## src/rtl/sipo_pkg.sv

```systemverilog
// Shared definitions for the serial-to-parallel receiver and its upstream shifter.
package sipo_pkg;

    localparam int SIPO_DATA_WIDTH = 4;

    typedef enum logic [1:0] {
        ST_IDLE   = 2'd0,
        ST_SHIFT  = 2'd1,
        ST_PARITY = 2'd2
    } state_t;

endpackage

```

## src/rtl/sipo_rx_if.sv

```systemverilog
// Serial input and parallel valid/ready output bundle of sipo_rx.
interface sipo_rx_if
    import sipo_pkg::*;
#(
    parameter int DATA_WIDTH = SIPO_DATA_WIDTH
);
    logic                  s_in;
    logic                  s_en;
    logic                  s_start;
    logic [DATA_WIDTH-1:0] p_out;
    logic                  p_valid;
    logic                  p_ready;
    logic                  busy;
    logic                  overrun;
    logic                  par_err;

    // Driver of the serial stream and consumer of the parallel words.
    modport master (
        output s_in, s_en, s_start, p_ready,
        input  p_out, p_valid, busy, overrun, par_err
    );

    // The receiver itself.
    modport slave (
        input  s_in, s_en, s_start, p_ready,
        output p_out, p_valid, busy, overrun, par_err
    );
endinterface

```

## src/rtl/sipo_out_buf.sv

```systemverilog
// Single-word valid/ready holding register; a word arriving while full and stalled is
// dropped and latches a sticky overrun flag.
module sipo_out_buf
    import sipo_pkg::*;
#(
    parameter int DATA_WIDTH = SIPO_DATA_WIDTH
) (
    input  logic                  clk,
    input  logic                  rst,
    input  logic                  wr_en,
    input  logic [DATA_WIDTH-1:0] wr_data,
    input  logic                  wr_perr,
    input  logic                  rd_ready,
    output logic [DATA_WIDTH-1:0] rd_data,
    output logic                  rd_valid,
    output logic                  rd_perr,
    output logic                  overrun
);
    logic [DATA_WIDTH-1:0] data_q, data_d;
    logic                  valid_q, valid_d;
    logic                  perr_q, perr_d;
    logic                  ovr_q, ovr_d;
    logic                  load;

    // A completing word may take the slot in the same cycle the old one is consumed.
    assign load = wr_en && (!valid_q || rd_ready);

    always_comb begin
        data_d  = data_q;
        perr_d  = perr_q;
        valid_d = valid_q;
        ovr_d   = ovr_q;
        if (load) begin
            data_d  = wr_data;
            perr_d  = wr_perr;
            valid_d = 1'b1;
        end else if (valid_q && rd_ready) begin
            valid_d = 1'b0;
        end
        if (wr_en && valid_q && !rd_ready) begin
            ovr_d = 1'b1;
        end
    end

    always_ff @(posedge clk) begin
        if (rst) begin
            data_q  <= '0;
            perr_q  <= 1'b0;
            valid_q <= 1'b0;
            ovr_q   <= 1'b0;
        end else begin
            data_q  <= data_d;
            perr_q  <= perr_d;
            valid_q <= valid_d;
            ovr_q   <= ovr_d;
        end
    end

    assign rd_data  = data_q;
    assign rd_valid = valid_q;
    assign rd_perr  = perr_q;
    assign overrun  = ovr_q;
endmodule

```

## src/rtl/sipo_rx.sv

```systemverilog
// MSB-first serial-to-parallel receiver feeding a one-word valid/ready buffer.
// Define SIPO_RX_PARITY_EN to expect a trailing even-parity bit per frame.
module sipo_rx
    import sipo_pkg::*;
#(
    parameter int DATA_WIDTH = SIPO_DATA_WIDTH,
    parameter int CNT_WIDTH  = 3
) (
    input logic      clk,
    input logic      rst,
    sipo_rx_if.slave bus
);
    state_t                state_q, state_d;
    logic [DATA_WIDTH-1:0] sr_q, sr_d, sr_shift;
    logic [CNT_WIDTH-1:0]  cnt_q, cnt_d;
    logic                  busy_q, busy_d;
    logic                  wr_en;
    logic [DATA_WIDTH-1:0] wr_data;
    logic                  wr_perr;
    logic                  last_data;

    assign sr_shift  = {sr_q[DATA_WIDTH-2:0], bus.s_in};
    assign last_data = (cnt_q == CNT_WIDTH'(DATA_WIDTH - 1));

    always_comb begin
        state_d = state_q;
        sr_d    = sr_q;
        cnt_d   = cnt_q;
        wr_en   = 1'b0;
        wr_data = sr_shift;
        wr_perr = 1'b0;
        if (bus.s_en) begin
            // s_start wins in every state: a fresh frame discards any partial word.
            if (bus.s_start) begin
                state_d = ST_SHIFT;
                sr_d    = DATA_WIDTH'(bus.s_in);
                cnt_d   = CNT_WIDTH'(1);
            end else begin
                case (state_q)
                    ST_SHIFT: begin
                        sr_d  = sr_shift;
                        cnt_d = cnt_q + 1'b1;
                        if (last_data) begin
`ifdef SIPO_RX_PARITY_EN
                            state_d = ST_PARITY;
`else
                            state_d = ST_IDLE;
                            wr_en   = 1'b1;
                            cnt_d   = '0;
`endif
                        end
                    end
`ifdef SIPO_RX_PARITY_EN
                    ST_PARITY: begin
                        state_d = ST_IDLE;
                        wr_en   = 1'b1;
                        wr_data = sr_q;
                        wr_perr = (^sr_q) ^ bus.s_in;
                        cnt_d   = '0;
                    end
`endif
                    default: ;
                endcase
            end
        end
        busy_d = (state_d != ST_IDLE);
    end

    always_ff @(posedge clk) begin
        if (rst) begin
            state_q <= ST_IDLE;
            sr_q    <= '0;
            cnt_q   <= '0;
            busy_q  <= 1'b0;
        end else begin
            state_q <= state_d;
            sr_q    <= sr_d;
            cnt_q   <= cnt_d;
            busy_q  <= busy_d;
        end
    end

`ifndef SIPO_RX_PARITY_EN
    // Without parity the completed word comes from the shift path, so the MSB flop is never read.
    logic unused_sr_msb;
    assign unused_sr_msb = sr_q[DATA_WIDTH-1];
`endif

    assign bus.busy = busy_q;

    sipo_out_buf #(
        .DATA_WIDTH(DATA_WIDTH)
    ) u_out_buf (
        .clk      (clk),
        .rst      (rst),
        .wr_en    (wr_en),
        .wr_data  (wr_data),
        .wr_perr  (wr_perr),
        .rd_ready (bus.p_ready),
        .rd_data  (bus.p_out),
        .rd_valid (bus.p_valid),
        .rd_perr  (bus.par_err),
        .overrun  (bus.overrun)
    );
endmodule

```

## src/flat_wrapper.sv

```systemverilog
// flat-port wrapper written by rule: the top's interface ports become plain ports
module sipo_rx_flat import sipo_pkg::*;
#(
    parameter int DATA_WIDTH = SIPO_DATA_WIDTH,
    parameter int CNT_WIDTH  = 3
)
  (clk, rst, bus_s_in, bus_s_en, bus_s_start, bus_p_ready, bus_p_out, bus_p_valid, bus_busy, bus_overrun, bus_par_err);
  sipo_rx_if #(.DATA_WIDTH(DATA_WIDTH)) bus_i ();
  input logic clk;
  input logic rst;
  input wire logic [$bits(bus_i.s_in)-1:0] bus_s_in;
  input wire logic [$bits(bus_i.s_en)-1:0] bus_s_en;
  input wire logic [$bits(bus_i.s_start)-1:0] bus_s_start;
  input wire logic [$bits(bus_i.p_ready)-1:0] bus_p_ready;
  output wire logic [$bits(bus_i.p_out)-1:0] bus_p_out;
  output wire logic [$bits(bus_i.p_valid)-1:0] bus_p_valid;
  output wire logic [$bits(bus_i.busy)-1:0] bus_busy;
  output wire logic [$bits(bus_i.overrun)-1:0] bus_overrun;
  output wire logic [$bits(bus_i.par_err)-1:0] bus_par_err;
  assign bus_i.s_in = bus_s_in;
  assign bus_i.s_en = bus_s_en;
  assign bus_i.s_start = bus_s_start;
  assign bus_i.p_ready = bus_p_ready;
  assign bus_p_out = bus_i.p_out;
  assign bus_p_valid = bus_i.p_valid;
  assign bus_busy = bus_i.busy;
  assign bus_overrun = bus_i.overrun;
  assign bus_par_err = bus_i.par_err;
  sipo_rx #(.DATA_WIDTH(DATA_WIDTH), .CNT_WIDTH(CNT_WIDTH)) u_core (.clk(clk), .rst(rst), .bus(bus_i));
endmodule
```

## config.mk

```make
export PLATFORM = sky130hd
export DESIGN_NAME = sipo_rx_flat
export DESIGN_NICKNAME = d
export VERILOG_FILES = /design/src/rtl/sipo_pkg.sv /design/src/rtl/sipo_rx_if.sv /design/src/rtl/sipo_out_buf.sv /design/src/rtl/sipo_rx.sv /design/src/flat_wrapper.sv
export SDC_FILE = /design/constraint.sdc
export NUM_CORES = 1
export LEC_CHECK = 0
export BUFFER_PORTS_ARGS = -buffer_cell sky130_fd_sc_hd__buf_2
export CAP_MARGIN = 5
export CORE_MARGIN = 1
export CORE_UTILIZATION = 25
export DETAILED_ROUTE_END_ITERATION = 6
export PLACE_DENSITY_LB_ADDON = 0.15
export SLEW_MARGIN = 10
export SYNTH_ARGS = -nofsm -noshare
export SYNTH_HDL_FRONTEND = slang
export SYNTH_SLANG_ARGS = --single-unit
```

## constraint.sdc

```tcl
create_clock -name clk -period 2.8 [get_ports clk]
set_input_delay 0.56 -clock clk [delete_from_list [all_inputs] [get_ports clk]]
set_output_delay 0.56 -clock clk [all_outputs]
set_load 0.005 [all_outputs]
```

==> results.tsv <==
stage	metric	value	unit
run_status	status	completed	
clocking	cts_max_level	1	
sta	hold_viol	0	
final_layout	finalNetCount	85	
die	die_w	51.4	um
placement	hpwlAfterDp	801	um
final_layout	fin_area	724	um^2
placement	gp_congestion	0.664	
die	initial_core_util	27.0	%
placement	placed_area	697	um^2
power	vdd_drop_max	0.000228	V
synthesis	async_reset_ff_share	0	%
die	die_h	51.4	um
clocking	cts_root_buffer	clkbuf_4	
sta	max_freq	775	MHz
synthesis	yosysTopAreaCell	dfxtp_1	
sta	drv_slew	0	
routing	wl	1.07	mm
sta	rsz0062_at_grt	false	
sta	post-route-min-period	1.29	ns
sta	setup_viol	0	
setup_path	critPathKind	flop to output port	
sta	fin_crit_sh	46.1	%
setup_path	slowest_stage	dfxtp_1	
synthesis	synth_common_cells	15 x dfxtp_1, 10 x nand2_1, 5 x mux2i_1, 5 x nor2_1	
clocking	worstSkewPairLatency	0.28	ns
clocking	cts.reportedPaths.clkPinSlew	0.09	ns
setup_path	crit_path_start_kind	flop	
synthesis	synth_top_cell_area_share	49.3	%
setup_path	critPathCaptureType	output port	
clocking	cts_tree	built	
synthesis	synthFlopType	dfxtp_1	
min_path	min_path_type	flop to flop	
die	ioPinCount	14	
setup_path	path_buf_inv	1	
routing	drt_iter0_markers	10	
routing	first_pass_iters	4	
synthesis	synth_cells	62	
power	p_per_area	511	nW/um^2
setup_path	critPathRequiredTime	2.24	ns
clocking	postCtsSetupBuffers	0	
global_routing	grt_pass1_wl	1.90	mm
global_routing	track_usage	9.87	%
setup_path	critPathMaxFanout	2	
synthesis	avgSynthCellArea	9.83	um^2
synthesis	yosys-top-cells-area	dfxtp_1 49%, mux2i_1 8.2%, nand2_1 6.2%	
power	p_leak	0.338	nW
synthesis	synth_most_common_cell	dfxtp_1	
routing	drt-wirelength-per-cell	10.2	um
die	rows	17	
placement	port_buffers	12	
global_routing	antenna_found_initial	0	
routing	vias	471	
synthesis	synth-edff-count	0	
sta	fin_setup_tns	0	ns
synthesis	synth.yosys.seq_area_share	49.3	%
synthesis	synthesis.area	609	um^2
global_routing	grt_pass1_vias	425	
final_layout	diodes	0	
synthesis	syn_nets	69	
die	core	2250	um^2
setup_path	critical_path.top_delay_family	flip-flops	
routing	vias_per_cell	4.49	
setup_path	path_cells	buf_2	
final_layout	fillers	275	
sta	fin_worst_skew	0.000509	ns
setup_path	crit_arrival	0.73	ns
global_routing	grt.overflow.total	0	
setup_path	critPathMaxStageDelay	0.34	ns
synthesis	synth_cell_types	26	
routing	ant_nets	0	
clocking	numCtsBuffers	3	
die	dieArea	2640	um^2
global_routing	grt_max_degree	11	
final_layout	drive_above_1_share	24.7	%
clocking	clockBufferDepth	2	
clocking	cts_hold_buf	0	
synthesis	ys_ff_latch	15	
clocking	ctsResizeCount	0	
final_layout	area_growth	18.9	%
synthesis	ys_warn_count	0	
flow_run	cap_violations	0	
clocking	cts.sinks	15	
routing	drc_errors	0	
power	power	371	uW
## report_power, final
group          switching, mW  internal, mW  leakage [nW]
clock network         0.0730        0.0530        0.0177
logic                 0.0141        0.0105         0.198
registers            0.00254         0.217         0.122
## routing by layer
| metal | global-route usage [%] | up-vias | part of all wire, % | routed length [um] |
|---|---|---|---|---|
| met4 | 6.76 | 0 | 1.1 | 12 |
| met3 | 2.68 | 2 | 3.9 | 42 |
| met2 | 13.4 | 9 | 44 | 473 |
| li1 | - | 247 | - | - |
| met5 | 0 | - | 0 | 0 |
| met1 | 13.2 | 213 | 50 | 539 |
## through the flow
stage          worst slack (ns)  hold slack [ns]  utilization, %  cells
2_1_floorplan              1.64            0.426               -     62
3_3_place_gp               1.40            0.446            30.9    101
3_5_place_dp               1.37            0.441            30.9    101
4_1_cts                    1.49            0.457            32.1    105
5_1_grt                    1.46            0.473            32.1    105
6_report                   1.51            0.454            32.1    105
## cells in the final DEF (no fill, tap or decap)
cell,count
nand2b_1,1
clkbuf_4,3
nor2_1,5
a21oi_1,3
inv_1,1
a31oi_1,1
a221oi_1,1
or2b_1,1
clkinv_1,1
nand3b_4,1
dfxtp_1,15
nand4bb_1,1
nand3_1,1
and4b_4,1
clkinv_2,1
o21a_1,1
o32ai_1,1
conb_1,1
o21ai_0,1
buf_2,12
and2_1,1
o221a_2,1
ha_1,1
o22ai_1,2
nand3b_1,1
nand2_1,10
mux2i_1,5
nor2b_1,3
## state kept, by name (all words and copies together) (netlist names)
register                   cells
u_core.u_out_buf.rd_data       4
u_core.cnt_q                   3
u_core.sr_q                    3
u_core.state_q                 2
u_core.bus.busy                1
u_core.u_out_buf.overrun       1
u_core.u_out_buf.rd_valid      1
## path summary, 6_finish.rpt
check                                start                           to  slack, ns  cells after the start
hold / removal             u_core.cnt_q[2]              u_core.cnt_q[2]       0.45                      2
setup / recovery  u_core.u_out_buf.overrun                  bus_overrun       1.51                      1
setup reg to reg           u_core.cnt_q[0]  u_core.u_out_buf.rd_data[0]       1.56                      4
hold reg to reg            u_core.cnt_q[2]              u_core.cnt_q[2]       0.45                      2
## logic make-up after synthesis
logic type                 synth area share (%)
AOI/OAI and AO/OA                          12.3
adders and majority gates                  2.05
buffers and inverters                      2.46
DFF                                        49.3
muxes                                      8.21
other                                     0.615
and+or+nand+nor                            25.1
## final cells by class
| cell class | count | area, um^2 | share of cell area [%] |
|---|---|---|---|
| Sequential cell | 15 | 300 | 41.5 |
| Multi-Input combinational cell | 44 | 294 | 40.6 |
| Timing Repair Buffer | 12 | 60.1 | 8.29 |
| Tap cell | 28 | 35.0 | 4.84 |
| Clock buffer | 3 | 22.5 | 3.11 |
| Inverter | 2 | 7.51 | 1.04 |
| Clock inverter | 1 | 5.00 | 0.691 |
No activity file was read; power rests on OpenSTA's default activity.
